--- src/rtl/hazard_ctrl_pkg.sv ---
// Shared types and constants for the pipeline hazard controller.
package hazard_ctrl_pkg;

  localparam logic [0:0] ST_RUN       = 1'b0;
  localparam logic [0:0] ST_LONG_WAIT = 1'b1;

  localparam logic [4:0] REG_X0 = 5'd0;

  typedef struct packed {
    logic pc_write;
    logic if_id_write;
    logic if_id_flush;
    logic id_ex_bubble;
    logic id_ex_hold;
    logic ex_hold;
  } ctrl_t;

  // Canonical control-output patterns
  localparam ctrl_t CTRL_RESET  = '{pc_write: 1'b0, if_id_write: 1'b0, if_id_flush: 1'b1,
                                    id_ex_bubble: 1'b1, id_ex_hold: 1'b0, ex_hold: 1'b0};
  localparam ctrl_t CTRL_RUN    = '{pc_write: 1'b1, if_id_write: 1'b1, if_id_flush: 1'b0,
                                    id_ex_bubble: 1'b0, id_ex_hold: 1'b0, ex_hold: 1'b0};
  localparam ctrl_t CTRL_FREEZE = '{pc_write: 1'b0, if_id_write: 1'b0, if_id_flush: 1'b0,
                                    id_ex_bubble: 1'b0, id_ex_hold: 1'b1, ex_hold: 1'b1};
  localparam ctrl_t CTRL_FLUSH  = '{pc_write: 1'b1, if_id_write: 1'b0, if_id_flush: 1'b1,
                                    id_ex_bubble: 1'b1, id_ex_hold: 1'b0, ex_hold: 1'b0};
  localparam ctrl_t CTRL_BUBBLE = '{pc_write: 1'b0, if_id_write: 1'b0, if_id_flush: 1'b0,
                                    id_ex_bubble: 1'b1, id_ex_hold: 1'b0, ex_hold: 1'b0};

endpackage

--- src/rtl/hazard_perf_cnt.sv ---
// Stall-cycle and branch-flush performance counters; wrap at 2^CNT_W.
module hazard_perf_cnt #(
  parameter int unsigned CNT_W = 32
) (
  input  logic             clk,
  input  logic             reset_n,
  input  logic             pc_write,
  input  logic             if_id_flush,
  output logic [CNT_W-1:0] stall_cycles,
  output logic [CNT_W-1:0] flush_count
);

  always_ff @(posedge clk) begin
    if (!reset_n) begin
      stall_cycles <= '0;
      flush_count  <= '0;
    end else begin
      if (!pc_write)  stall_cycles <= stall_cycles + CNT_W'(1);
      if (if_id_flush) flush_count <= flush_count + CNT_W'(1);
    end
  end

endmodule

--- src/rtl/hazard_ctrl.sv ---
// Pipeline sequencing controller: load-use, branch flush, multi-cycle EX, mem stall.
// Perf counters are built only when HAZARD_PERF_EN is defined.
module hazard_ctrl #(
  parameter int unsigned LONG_LAT = 4,
  parameter int unsigned CNT_W    = 32
) (
  input  logic             clk,
  input  logic             reset_n,
  input  logic [4:0]       id_rs1,
  input  logic [4:0]       id_rs2,
  input  logic             id_use_rs1,
  input  logic             id_use_rs2,
  input  logic             idex_mem_read,
  input  logic [4:0]       idex_rd,
  input  logic             ex_branch_taken,
  input  logic             ex_long_start,
  input  logic             mem_stall,
  output logic             pc_write,
  output logic             if_id_write,
  output logic             if_id_flush,
  output logic             id_ex_bubble,
  output logic             id_ex_hold,
  output logic             ex_hold,
  output logic [CNT_W-1:0] stall_cycles,
  output logic [CNT_W-1:0] flush_count
);
  import hazard_ctrl_pkg::*;

  localparam int unsigned CNT_BITS = $clog2(LONG_LAT);

  logic [0:0]          state, state_nxt;
  logic [CNT_BITS-1:0] cnt, cnt_nxt;
  logic                load_use;
  ctrl_t               ctrl;

  // x0 never produces a hazard
  assign load_use = idex_mem_read && (idex_rd != REG_X0) &&
                    ((id_use_rs1 && (id_rs1 == idex_rd)) ||
                     (id_use_rs2 && (id_rs2 == idex_rd)));

  always_ff @(posedge clk) begin
    if (!reset_n) begin
      state <= ST_RUN;
      cnt   <= '0;
    end else begin
      state <= state_nxt;
      cnt   <= cnt_nxt;
    end
  end

  // Fixed-priority hazard resolution; the release cycle of a long op gives plain RUN outputs
  always_comb begin
    ctrl      = CTRL_RUN;
    state_nxt = state;
    cnt_nxt   = cnt;
    if (!reset_n) begin
      ctrl = CTRL_RESET;
    end else if (mem_stall) begin
      ctrl = CTRL_FREEZE;
    end else if (state == ST_LONG_WAIT) begin
      if (cnt == '0) begin
        state_nxt = ST_RUN;
      end else begin
        ctrl    = CTRL_FREEZE;
        cnt_nxt = cnt - CNT_BITS'(1);
      end
    end else if (ex_branch_taken) begin
      ctrl = CTRL_FLUSH;
    end else if (ex_long_start) begin
      ctrl      = CTRL_FREEZE;
      state_nxt = ST_LONG_WAIT;
      cnt_nxt   = CNT_BITS'(LONG_LAT - 2);
    end else if (load_use) begin
      ctrl = CTRL_BUBBLE;
    end
  end

  assign pc_write     = ctrl.pc_write;
  assign if_id_write  = ctrl.if_id_write;
  assign if_id_flush  = ctrl.if_id_flush;
  assign id_ex_bubble = ctrl.id_ex_bubble;
  assign id_ex_hold   = ctrl.id_ex_hold;
  assign ex_hold      = ctrl.ex_hold;

`ifdef HAZARD_PERF_EN
  hazard_perf_cnt #(.CNT_W(CNT_W)) u_perf (
    .clk          (clk),
    .reset_n      (reset_n),
    .pc_write     (pc_write),
    .if_id_flush  (if_id_flush),
    .stall_cycles (stall_cycles),
    .flush_count  (flush_count)
  );
`else
  assign stall_cycles = '0;
  assign flush_count  = '0;
`endif

endmodule
--- config.mk ---
export PLATFORM = sky130hd
export DESIGN_NAME = hazard_ctrl
export DESIGN_NICKNAME = d
export VERILOG_FILES = /design/src/rtl/hazard_ctrl_pkg.sv /design/src/rtl/hazard_perf_cnt.sv /design/src/rtl/hazard_ctrl.sv
export SDC_FILE = /design/constraint.sdc
export NUM_CORES = 1
export LEC_CHECK = 0
export CAP_MARGIN = 15
export CORE_AREA = 2 2 79 43
export CTS_BUF_LIST = sky130_fd_sc_hd__clkbuf_16
export CTS_CLUSTER_DIAMETER = 50
export DETAILED_ROUTE_END_ITERATION = 12
export DIE_AREA = 0 0 81 45
export PLACE_DENSITY = 0.86
export SLEW_MARGIN = 20
export SYNTH_ARGS = -nofsm -noshare
export SYNTH_HDL_FRONTEND = slang
export SYNTH_SLANG_ARGS = --single-unit
--- constraint.sdc ---
create_clock -name clk -period 4.7 [get_ports clk]
set_clock_uncertainty 0.05 [all_clocks]
set_input_delay 0.94 -clock clk [delete_from_list [all_inputs] [get_ports clk]]
set_output_delay 0.94 -clock clk [all_outputs]
set_load 0.01 [all_outputs]
==> results.yml <==
outcome:
  status: "completed"
detailed_routing:
  drc: 0
  wirelength_mm: 1.42
  vias: 648
  avgViaCountPerCell: 3.52
  wire_per_inst_microns: 7.73
  antenna_left: 0
  first_pass_iters: 4
  route.met2.wl_microns: 775
  routed-wl-met3_microns: 169
  top_layer_used: "met4"
  m1WireLength_microns: 438
  drt_iter0_drc: 4
clock_tree:
  postCtsSetupRepairBufs: 0
  numCtsBuffers: 3
  cts_tree: "built"
  htreeDepth: 1
  hold_buffers: 0
  cts_resized: 0
  path_clk_slew_ps: 30
  clockBufferDepth: 2
  ctsRootBufferMaster: "clkbuf_16"
  clk-insertion-delay-late_ps: 220
  clock-sinks: 3
timing:
  fin_crit_sh_pct: 82.8
  final_hold_viol_count: 0
  finalSetupViolCount: 0
  max_freq_ghz: 0.257
  slew_viol_final: 0
  rsz0062_at_grt: "no"
  period_needed_ps: 3890
  setup-tns-final_ps: 0
layout:
  final_cell_area_sq_um: 1020
  drive_gt1_share_pct: 5.56
  final_common_cell: "conb_1"
  finalNonFillerCells: 184
  diodes: 0
  mostFrequentLayoutCells: "conb_1, clkdlybuf4s50_1, xnor2_1, inv_1, nand2_1"
  nets: 169
  areaGrowthSynthToFinish_pct: 18.3
placement:
  dpl.hpwl_mm: 1.33
  placed_cell_area_sq_um: 942
  placed_cells: 180
  io_buffers: 28
  place_congestion: 0.857
global_routing:
  grt_usage_pct: 7.36
  grt.overflow.total: 0
  grt_pass1_wl_mm: 2.02
  antenna_found_initial: 0
  grt_pass1_vias: 548
  grt_start_max_net_pins: 8
worst_setup_path:
  timing.critical_path.buf_inv: 2
  critical_path.top_delay_family: "buffers and inverters"
  cp_data_arrival_time_ps: 2900
  endpoint_kind: "primary output"
  worstPathMaxFanout: 3
  cpPeakStageDelay_ps: 560
  cp_slowest_cell: "or4_1"
  crit_required_ps: 3710
  r2r_cells: 5
  path_common_cell: "clkdlybuf4s50_1"
  path_cells: "clkdlybuf4s50_1 > or4_1 > o21ai_2 > nor3_1 > a21oi_1 > clkdlybuf4s50_1"
  cp.depth: 6
  critPathLaunchType: "input port"
  critical_path_class: "input port to primary output"
power_and_ir_drop:
  ir_worst_vdd_mv: 0.0707
  power_leakage_nw: 0.481
  p_total_uw: 239
  powerDensity_nw_per_um2: 234
yosys:
  yosysWarningCount: 0
  ys_ff_latch: 3
  synthFlopType: "dfxtp_1"
  ys_seq_area_share_pct: 6.96
  synth_cell_types: 27
  synth.cell_area_sq_um: 863
  syn_avg_cell_area_sq_um: 7.57
  synth-edff-count: 0
  async_reset_ff_share_pct: 0
  synthesis.instances: 114
floorplan:
  die_area_sq_um: 3650
  io_pins: 93
  fp.dieH_microns: 45
  die_w_microns: 81
  row_count: 14
  initial_core_util_pct: 29.7
  coreArea_sq_um: 2910
worst_hold_path:
  whs_path_depth: 2
  holdCritPathClass: "flop to flop"
run:
  cap_viol_max_count: 0
==> synthesized netlist by cell type (all sizes together), types with 2 or more instances <==
cell / instances / area share, %
a21oi: 2 / 2.5
nand4: 2 / 1.4
nor4: 2 / 1.4
a31oi: 2 / 1.4
o21ai: 2 / 1.6
buf: 65 / 57
inv: 5 / 2.2
nand2: 4 / 1.7
xnor2: 10 / 10
dfxtp: 3 / 7.0
nor2: 3 / 1.3
==> registers in the layout (all words and copies together) (netlist names) <==
register,flops
cnt,2
state,1
==> final timing paths <==
path | startpoint | endpoint | slack [ps]
worst max-delay path | idex_rd[1] | pc_write | 810
worst min-delay path | cnt[1] | cnt[1] | 450
worst max register to register | cnt[0] | state | 3170
worst min register to register | cnt[1] | cnt[1] | 450
==> area by class of cell <==
class,count,area (sq um)
multi-input cells,104,533
fillers,308,1890
clock inverters,1,3.75
well taps,40,50.0
repair buffers,28,280
inverters,5,18.8
clock buffers,3,75.1
flip-flops and latches,3,60.1
==> per-stage QoR <==
| stage | hold WS [ps] | worst slack, ps | utilization, % |
|---|---|---|---|
| CTS | 453 | 787 | 35.1 |
| floorplan | 425 | 1800 | - |
| detailed placement | 448 | 786 | 32.4 |
| global route | 508 | 706 | 35.1 |
| global placement | 440 | 813 | 32.4 |
| finish | 449 | 809 | 35.1 |
==> per-layer routing <==
layer	track usage (%)	vias up
li1	-	303
met1	6.30	287
met2	14.5	53
met3	1.20	5
met4	7.80	0
met5	0	-
==> worst register-to-register path: stages, from the launching register on <==
cell and delay (ps):
dfxtp_1 320, inv_1 60, ha_1 230, or2b_1 280
a31oi_1 310, a21boi_0 200
==> cell families after synthesis <==
family	after synthesis	synth area share, %
flip-flops	3	6.96
AO/OA/AOI/OAI	12	10.9
adder cells (fa/ha/maj)	1	1.45
AND/OR/NAND/NOR	17	11.4
buffers and inverters	70	58.7
other	1	0.434
XOR/XNOR	10	10.1
==> where the power goes <==
part / internal, mW / switching [mW]
sequential: 0.0269 / 0.00136
clock: 0.110 / 0.0244
combinational: 0.0339 / 0.0429
No activity file was read; power rests on OpenSTA's default activity.
